--- src/rtl/spi_globals_pkg.sv ---
// -----------------------------------------------------------------------------
// spi_globals_pkg
// Shared SPI types and constants.
//   spi_mode_e       : SPI mode encoded as {cpol, cpha}.
//   sampler_state_e  : frame sampler FSM states.
//   MIN_OVERSAMPLE   : minimum pclk/sclk frequency ratio.
//   make_mode()      : packs cpol/cpha into an spi_mode_e.
//   samples_on_fall(): 1 when the mode samples data on the falling sclk edge.
// -----------------------------------------------------------------------------
package spi_globals_pkg;

  // Synchroniser depth plus edge detection needs a few pclk cycles per sclk
  // phase. Below this ratio edges can be merged or lost.
  localparam int MIN_OVERSAMPLE = 4;

  typedef enum logic [1:0] {
    MODE0 = 2'b00,  // cpol=0, cpha=0
    MODE1 = 2'b01,  // cpol=0, cpha=1
    MODE2 = 2'b10,  // cpol=1, cpha=0
    MODE3 = 2'b11   // cpol=1, cpha=1
  } spi_mode_e;

  typedef enum logic {
    IDLE   = 1'b0,
    ACTIVE = 1'b1
  } sampler_state_e;

  function automatic spi_mode_e make_mode(input logic cpol, input logic cpha);
    return spi_mode_e'({cpol, cpha});
  endfunction

  // Modes 0 and 3 sample on the rising edge, modes 1 and 2 on the falling one.
  function automatic logic samples_on_fall(input spi_mode_e mode);
    return mode[1] ^ mode[0];
  endfunction

endpackage

--- src/rtl/spi_bit_sync.sv ---
// -----------------------------------------------------------------------------
// spi_bit_sync
// Multi-flop synchroniser for one asynchronous bus line followed by a history
// flop used for edge detection.
// Ports:
//   clk    : system clock
//   rst_n  : synchronous reset, active-low
//   init   : value every flop loads while in reset (the line's idle level)
//   din    : asynchronous input
//   level  : synchronised level (output of the last synchroniser stage)
//   rise   : one-cycle pulse on a synchronised 0->1 transition
//   fall   : one-cycle pulse on a synchronised 1->0 transition
// Parameters:
//   SYNC_STAGES : synchroniser depth (legal 2..3)
// -----------------------------------------------------------------------------
module spi_bit_sync #(
  parameter int SYNC_STAGES = 2
) (
  input  logic clk,
  input  logic rst_n,
  input  logic init,
  input  logic din,
  output logic level,
  output logic rise,
  output logic fall
);

  logic [SYNC_STAGES-1:0] stages;
  logic                   hist;

  // Loading the idle level at reset keeps the first cycles after reset from
  // looking like an edge on the line.
  always_ff @(posedge clk) begin
    if (!rst_n) begin
      stages <= {SYNC_STAGES{init}};
      hist   <= init;
    end else begin
      // NOTE: non-blocking assignments make every stage take the value its
      // predecessor held before the edge, which is what builds a shift chain.
      stages <= {stages[SYNC_STAGES-2:0], din};
      hist   <= stages[SYNC_STAGES-1];
    end
  end

  assign level = stages[SYNC_STAGES-1];
  assign rise  = level & ~hist;
  assign fall  = ~level & hist;

endmodule

--- src/rtl/spi_slave_frame_sampler.sv ---
// -----------------------------------------------------------------------------
// spi_slave_frame_sampler
// Oversampling SPI capture stage. Synchronises sclk/cs_n/mosi/miso to pclk,
// deserialises both data directions in the configured SPI mode and presents
// each completed word pair on a valid/ready interface with a single holding
// register.
// Ports:
//   pclk          : system clock, at least MIN_OVERSAMPLE x sclk
//   areset        : synchronous reset, active-low
//   cfg_cpol      : sclk idle level            (latched at frame start)
//   cfg_cpha      : 0 leading / 1 trailing edge sampling (latched at frame start)
//   cfg_lsb_first : bit order                  (latched at frame start)
//   sclk, cs_n, mosi, miso : asynchronous SPI bus lines
//   frm_valid     : captured word pair available
//   frm_ready     : consumer accepts the word pair
//   frm_mosi      : captured MOSI word
//   frm_miso      : captured MISO word
//   frm_err       : one-cycle pulse, cs_n deasserted mid-word
//   frm_ovf       : one-cycle pulse, completed word dropped (holding reg full)
//   busy          : high while a frame is active
// Parameters:
//   DATA_WIDTH  : bits per SPI word (legal 4..32)
//   SYNC_STAGES : synchroniser depth (legal 2..3)
// -----------------------------------------------------------------------------
module spi_slave_frame_sampler
  import spi_globals_pkg::*;
#(
  parameter int DATA_WIDTH  = 8,
  parameter int SYNC_STAGES = 2
) (
  input  logic                  pclk,
  input  logic                  areset,
  input  logic                  cfg_cpol,
  input  logic                  cfg_cpha,
  input  logic                  cfg_lsb_first,
  input  logic                  sclk,
  input  logic                  cs_n,
  input  logic                  mosi,
  input  logic                  miso,
  output logic                  frm_valid,
  input  logic                  frm_ready,
  output logic [DATA_WIDTH-1:0] frm_mosi,
  output logic [DATA_WIDTH-1:0] frm_miso,
  output logic                  frm_err,
  output logic                  frm_ovf,
  output logic                  busy
);

  localparam int CNT_W = $clog2(DATA_WIDTH + 1);
  localparam logic [CNT_W-1:0] CNT_FULL = CNT_W'(DATA_WIDTH);

  // ---------------------------------------------------------------------------
  // Input synchronisers. All four lines use the same depth, so data and sclk
  // edges arrive in the same relative order they had on the bus.
  // ---------------------------------------------------------------------------
  logic sclk_rise, sclk_fall;
  logic cs_rise, cs_fall;
  logic mosi_s, miso_s;
  logic sclk_level_unused, cs_level_unused;
  logic [3:0] data_edges_unused;

  spi_bit_sync #(.SYNC_STAGES(SYNC_STAGES)) u_sync_sclk (
    .clk   (pclk),
    .rst_n (areset),
    .init  (cfg_cpol),
    .din   (sclk),
    .level (sclk_level_unused),
    .rise  (sclk_rise),
    .fall  (sclk_fall)
  );

  spi_bit_sync #(.SYNC_STAGES(SYNC_STAGES)) u_sync_cs (
    .clk   (pclk),
    .rst_n (areset),
    .init  (1'b1),
    .din   (cs_n),
    .level (cs_level_unused),
    .rise  (cs_rise),
    .fall  (cs_fall)
  );

  spi_bit_sync #(.SYNC_STAGES(SYNC_STAGES)) u_sync_mosi (
    .clk   (pclk),
    .rst_n (areset),
    .init  (1'b0),
    .din   (mosi),
    .level (mosi_s),
    .rise  (data_edges_unused[0]),
    .fall  (data_edges_unused[1])
  );

  spi_bit_sync #(.SYNC_STAGES(SYNC_STAGES)) u_sync_miso (
    .clk   (pclk),
    .rst_n (areset),
    .init  (1'b0),
    .din   (miso),
    .level (miso_s),
    .rise  (data_edges_unused[2]),
    .fall  (data_edges_unused[3])
  );

  // ---------------------------------------------------------------------------
  // Frame state
  // ---------------------------------------------------------------------------
  sampler_state_e        state;
  spi_mode_e             mode_q;
  logic                  lsb_q;
  logic [CNT_W-1:0]      bit_cnt;
  logic [DATA_WIDTH-1:0] sr_mosi;
  logic [DATA_WIDTH-1:0] sr_miso;

  // ---------------------------------------------------------------------------
  // Next-value logic for the shift registers and bit counter
  // ---------------------------------------------------------------------------
  logic                  sample;
  logic                  word_done;
  logic [CNT_W-1:0]      cnt_inc;
  logic [CNT_W-1:0]      cnt_next;
  logic [DATA_WIDTH-1:0] mosi_shift;
  logic [DATA_WIDTH-1:0] miso_shift;

  always_comb begin
    // NOTE: every output of this block gets a default first, so no path
    // leaves a value unassigned and no latch is inferred.
    sample     = 1'b0;
    word_done  = 1'b0;
    cnt_inc    = bit_cnt + 1'b1;
    cnt_next   = bit_cnt;
    mosi_shift = sr_mosi;
    miso_shift = sr_miso;

    if (state == ACTIVE) begin
      // The non-sampling edge of sclk is simply ignored.
      sample = samples_on_fall(mode_q) ? sclk_fall : sclk_rise;
    end

    if (sample) begin
      if (lsb_q) begin
        mosi_shift = {mosi_s, sr_mosi[DATA_WIDTH-1:1]};
        miso_shift = {miso_s, sr_miso[DATA_WIDTH-1:1]};
      end else begin
        mosi_shift = {sr_mosi[DATA_WIDTH-2:0], mosi_s};
        miso_shift = {sr_miso[DATA_WIDTH-2:0], miso_s};
      end
      word_done = (cnt_inc == CNT_FULL);
      cnt_next  = word_done ? '0 : cnt_inc;
    end
  end

  // ---------------------------------------------------------------------------
  // FSM, mode latch, deserialiser and output holding register
  // ---------------------------------------------------------------------------
  always_ff @(posedge pclk) begin
    if (!areset) begin
      state     <= IDLE;
      mode_q    <= MODE0;
      lsb_q     <= 1'b0;
      bit_cnt   <= '0;
      sr_mosi   <= '0;
      sr_miso   <= '0;
      frm_valid <= 1'b0;
      frm_mosi  <= '0;
      frm_miso  <= '0;
      frm_err   <= 1'b0;
      frm_ovf   <= 1'b0;
    end else begin
      frm_err <= 1'b0;
      frm_ovf <= 1'b0;

      // Handshake retires the held word; a load below in the same cycle
      // overrides this and keeps frm_valid high with no bubble.
      if (frm_valid && frm_ready) begin
        frm_valid <= 1'b0;
      end

      unique case (state)
        IDLE: begin
          if (cs_fall) begin
            state   <= ACTIVE;
            bit_cnt <= '0;
            mode_q  <= make_mode(cfg_cpol, cfg_cpha);
            lsb_q   <= cfg_lsb_first;
          end
        end

        ACTIVE: begin
          if (sample) begin
            sr_mosi <= mosi_shift;
            sr_miso <= miso_shift;
            bit_cnt <= cnt_next;
          end

          if (word_done) begin
            if (!frm_valid || frm_ready) begin
              frm_valid <= 1'b1;
              frm_mosi  <= mosi_shift;
              frm_miso  <= miso_shift;
            end else begin
              // Holding register still owned by the consumer: keep the old
              // word and report the loss of the new one.
              frm_ovf <= 1'b1;
            end
          end

          // cnt_next already includes a sample taken this cycle, so a final
          // bit arriving together with cs_n rising still completes the word.
          if (cs_rise) begin
            state   <= IDLE;
            bit_cnt <= '0;
            if (cnt_next != '0) begin
              frm_err <= 1'b1;
            end
          end
        end

        default: state <= IDLE;
      endcase
    end
  end

  assign busy = (state == ACTIVE);

endmodule
--- config.mk ---
export PLATFORM = sky130hd
export DESIGN_NAME = spi_slave_frame_sampler
export DESIGN_NICKNAME = d
export VERILOG_FILES = /design/src/rtl/spi_globals_pkg.sv /design/src/rtl/spi_bit_sync.sv /design/src/rtl/spi_slave_frame_sampler.sv
export SDC_FILE = /design/constraint.sdc
export NUM_CORES = 1
export LEC_CHECK = 0
export ABC_AREA = 1
export CORE_UTILIZATION = 59
export DETAILED_ROUTE_END_ITERATION = 12
export MAX_ROUTING_LAYER = met4
export PLACE_DENSITY = 0.95
export RECOVER_POWER = 100
export SYNTH_ARGS = -nofsm -noshare
export SYNTH_HDL_FRONTEND = slang
export SYNTH_SLANG_ARGS = --single-unit
--- constraint.sdc ---
create_clock -name pclk -period 3.7 [get_ports pclk]
set_input_delay 0.37 -clock pclk [delete_from_list [all_inputs] [get_ports pclk]]
set_output_delay 0.37 -clock pclk [all_outputs]
set_load 0.02 [all_outputs]
==> metrics.txt <==
P&R area growth vs syn 14.4%; Post-Synth Simple-Gate Area 31.2%; Num CTS Buffers 5; drc violations 0; delay of the slowest critical-path stage 0.66 ns; # rows 22; Worst Path Buf+Inv 3; CTS resizes 0; setup bufs post-CTS 0; Routed WL 4.66 mm; Initial DRC Count 186; internal power 751 uW; H-tree depth 2; I/O pin count 30; Compound-Gate Fraction of Synth Area 9.66%; Synth area leader dfxtp_1; fmax 0.462 GHz; RSZ-0062 raised after global routing no; final cycle utilization of the critical path 58.5%; most frequent cells in the layout nand2_1 (114), inv_1 (69), dfxtp_1 (53); Worst-Skew Late Latency 0.31 ns; max-cap viol count 0; Nets 399; asr flop ratio synth 0%; Post-synth EDFFs 0; clock share of power 31.9%; stages on the worst setup path 4; Psw 251 uW; clk slew on worst S/H paths 0.09 ns; first-pass GRT wire length 8.18 mm; routed via count 2149; net count after synthesis 377; leakage power 1.35 nW; post-synthesis mux area share 0%; quantity of I/O buffers inserted on ports 29; Crit path max-delay family buffers and inverters; Required @ worst endpoint 3.90 ns; die width 66.3 um; final cell count without fillers 437; Synth cell types 27; Core ar. 3800 um2; die height 66.3 um; router iterations before antenna repair 6; Net Sw Frac 25.1%; r2r worst-path depth 9; GPL Wtd Cong 0.833; flop2flop setup slack 1.62 ns; Final Hold Fails 0; initial antenna violation count 0; # setup viols final 0; All-Layer GR Usage 25.4%; post-route ant nets 0; Detailed Place HPWL 3.09 mm; RR Startpoint u_sync_sclk.stages[1]$_DFF_P_; total negative slack 0 ns; sequential power share 59.7%; CTS root buf clkbuf_8; P per Cell Area 360 nW/um2; critical path type input port to flip-flop; PnR worst setup slack 1.53 ns; crit-path cells dlygate4sd3_1 -> buf_4 -> clkinv_1 -> or2_2; ys flop type dfxtp_1; share of cells above drive strength 1 4.63%; status completed; WP data arrival 2.37 ns; Slew @ Worst Pin 0.757 ns; post-DR wirelength/cell 10.7 um; Synth Area per Inst 6.66 um2; fin. max-slew vios 0; antenna cell count 0; Worst Setup SP areset; Post-Synth Adder-Cell Area 0.514%; Seq cells post-synth 53; top-area cell type share of the netlist area 43.6%; Seq/Total Area, Yosys 43.6%; Yosys Warn Count 0; hold buffers post-CTS 0; TritonCTS clock tree yes; XOR/XNOR Fraction of Synth Area 0.360%; Combinational Power Share 8.4%; Synth Instances 366; Hold Crit Class flip-flop to flip-flop; Setup crit start kind input port; initial core utilization 64.1%; Final min period 2.17 ns; relative slew slack 49.5%; remaining global-route overflow 0; worst reg2reg path endpoint frm_mosi[6]$_SDFFE_PN0P_; largest family of logic cells by synthesized area simple AND/OR/NAND/NOR gates; Setup crit end u_sync_cs.stages[1]$_SDFF_PN1_; Final Skew 0.00557 ns; clk buf depth 2; Place WS 1.28 ns; most common cell after layout, fill and taps aside nand2_1; VDD IR max 0.287 mV; vias per std cell 4.92; vias in the first global route 1939; clk sinks 53; Crit-path slowest cell clkinv_1; Worst Setup End Kind flip-flop; Die ar. 4390 um2; largest net degree at the start of global routing 41; hold wc startpoint u_sync_mosi.stages[0]$_SDFF_PN0_; Syn Std Cell Area 2440 um2; Area contributors post-synth dfxtp_1 (44%), nand2_1 (17%), inv_1 (10%); DP Cell Count 429; Worst Path Max Fanout 28
## tightest hold or removal path: stages, from the launching register on
cell	delay (ns)
dfxtp_1	0.31
nand2_1	0.05
inv_1	0.04
## worst min-delay path by stage
stage,slack (ns),depth (start not counted),end
final,0.42,2,u_sync_mosi.stages[1]$_SDFF_PN0_
after detailed placement,0.40,2,u_sync_mosi.stages[1]$_SDFF_PN0_
after CTS,0.42,2,u_sync_mosi.stages[1]$_SDFF_PN0_
after floorplan,0.39,2,u_sync_miso.stages[1]$_SDFF_PN0_
after global routing,0.45,2,u_sync_miso.stages[1]$_SDFF_PN0_
after global placement,0.40,2,u_sync_miso.stages[1]$_SDFF_PN0_
## through the flow
step                hold WS (ns)  utilization (%)  instance area [um2]  total power [mW]
floorplan                  0.390                -                 2440             0.671
global placement           0.398             71.2                 2710             0.690
detailed placement         0.402             71.2                 2710             0.694
CTS                        0.423             73.4                 2790              1.01
global route               0.453             73.4                 2790              1.04
finish                     0.424             73.4                 2790              1.00
## Yosys cell counts (2+ instances only)
| cell type | n |
|---|---|
| nand2_2 | 2 |
| buf_2 | 4 |
| nand2_1 | 113 |
| inv_1 | 68 |
| inv_2 | 3 |
| nand4_1 | 3 |
| a21oi_1 | 10 |
| or2_2 | 3 |
| nand3_1 | 12 |
| nor2_1 | 38 |
| o21ai_1 | 11 |
| buf_6 | 3 |
| dfxtp_1 | 53 |
| o21ai_0 | 26 |
| clkbuf_1 | 5 |
## sequential cells by signal, indices dropped and copies added, names as in the netlist, 2 cells and up
name	count
sr_miso	8
mode_q	2
sr_mosi	8
frm_mosi	8
u_sync_mosi.stages	2
frm_miso	8
u_sync_sclk.stages	2
u_sync_cs.stages	2
u_sync_miso.stages	2
bit_cnt	4
## power by group through the flow
| stage | clock network (mW) | logic, mW | registers (mW) |
|---|---|---|---|
| after CTS | 0.324 | 0.0843 | 0.598 |
| after floorplan | 0 | 0.0660 | 0.605 |
| final | 0.320 | 0.0840 | 0.598 |
| after global routing | 0.347 | 0.0955 | 0.600 |
| after detailed placement | 0 | 0.0834 | 0.611 |
| after global placement | 0 | 0.0799 | 0.610 |
## routing by layer
layer / up-vias / track usage [%] / routed length [um]
met5: - / - / 0
met4: 0 / 10.4 / 86
met3: 10 / 6.90 / 328
met2: 73 / 40.6 / 2140
met1: 933 / 30.2 / 2110
li1: 1133 / - / -
## layout make-up
class | count | area [um2]
inverter | 72 | 270
sequential | 53 | 1060
tap | 48 | 60.1
clock buffer | 7 | 76.3
clock inverter | 1 | 7.51
multi-input combinational | 226 | 1010
fill | 297 | 1010
timing repair buffer | 30 | 298
## logic make-up (layout without fill, tap and decap cells)
kind of cell             count (synthesis)  after routing
XOR/XNOR                                 1              1
AND/OR/NAND/NOR                        177            177
flip-flops                              53             53
buffers and inverters                   87            110
adder cells (fa/ha/maj)                  1              1
AO/OA/AOI/OAI                           47             47
(Power assumes the default switching activity.)
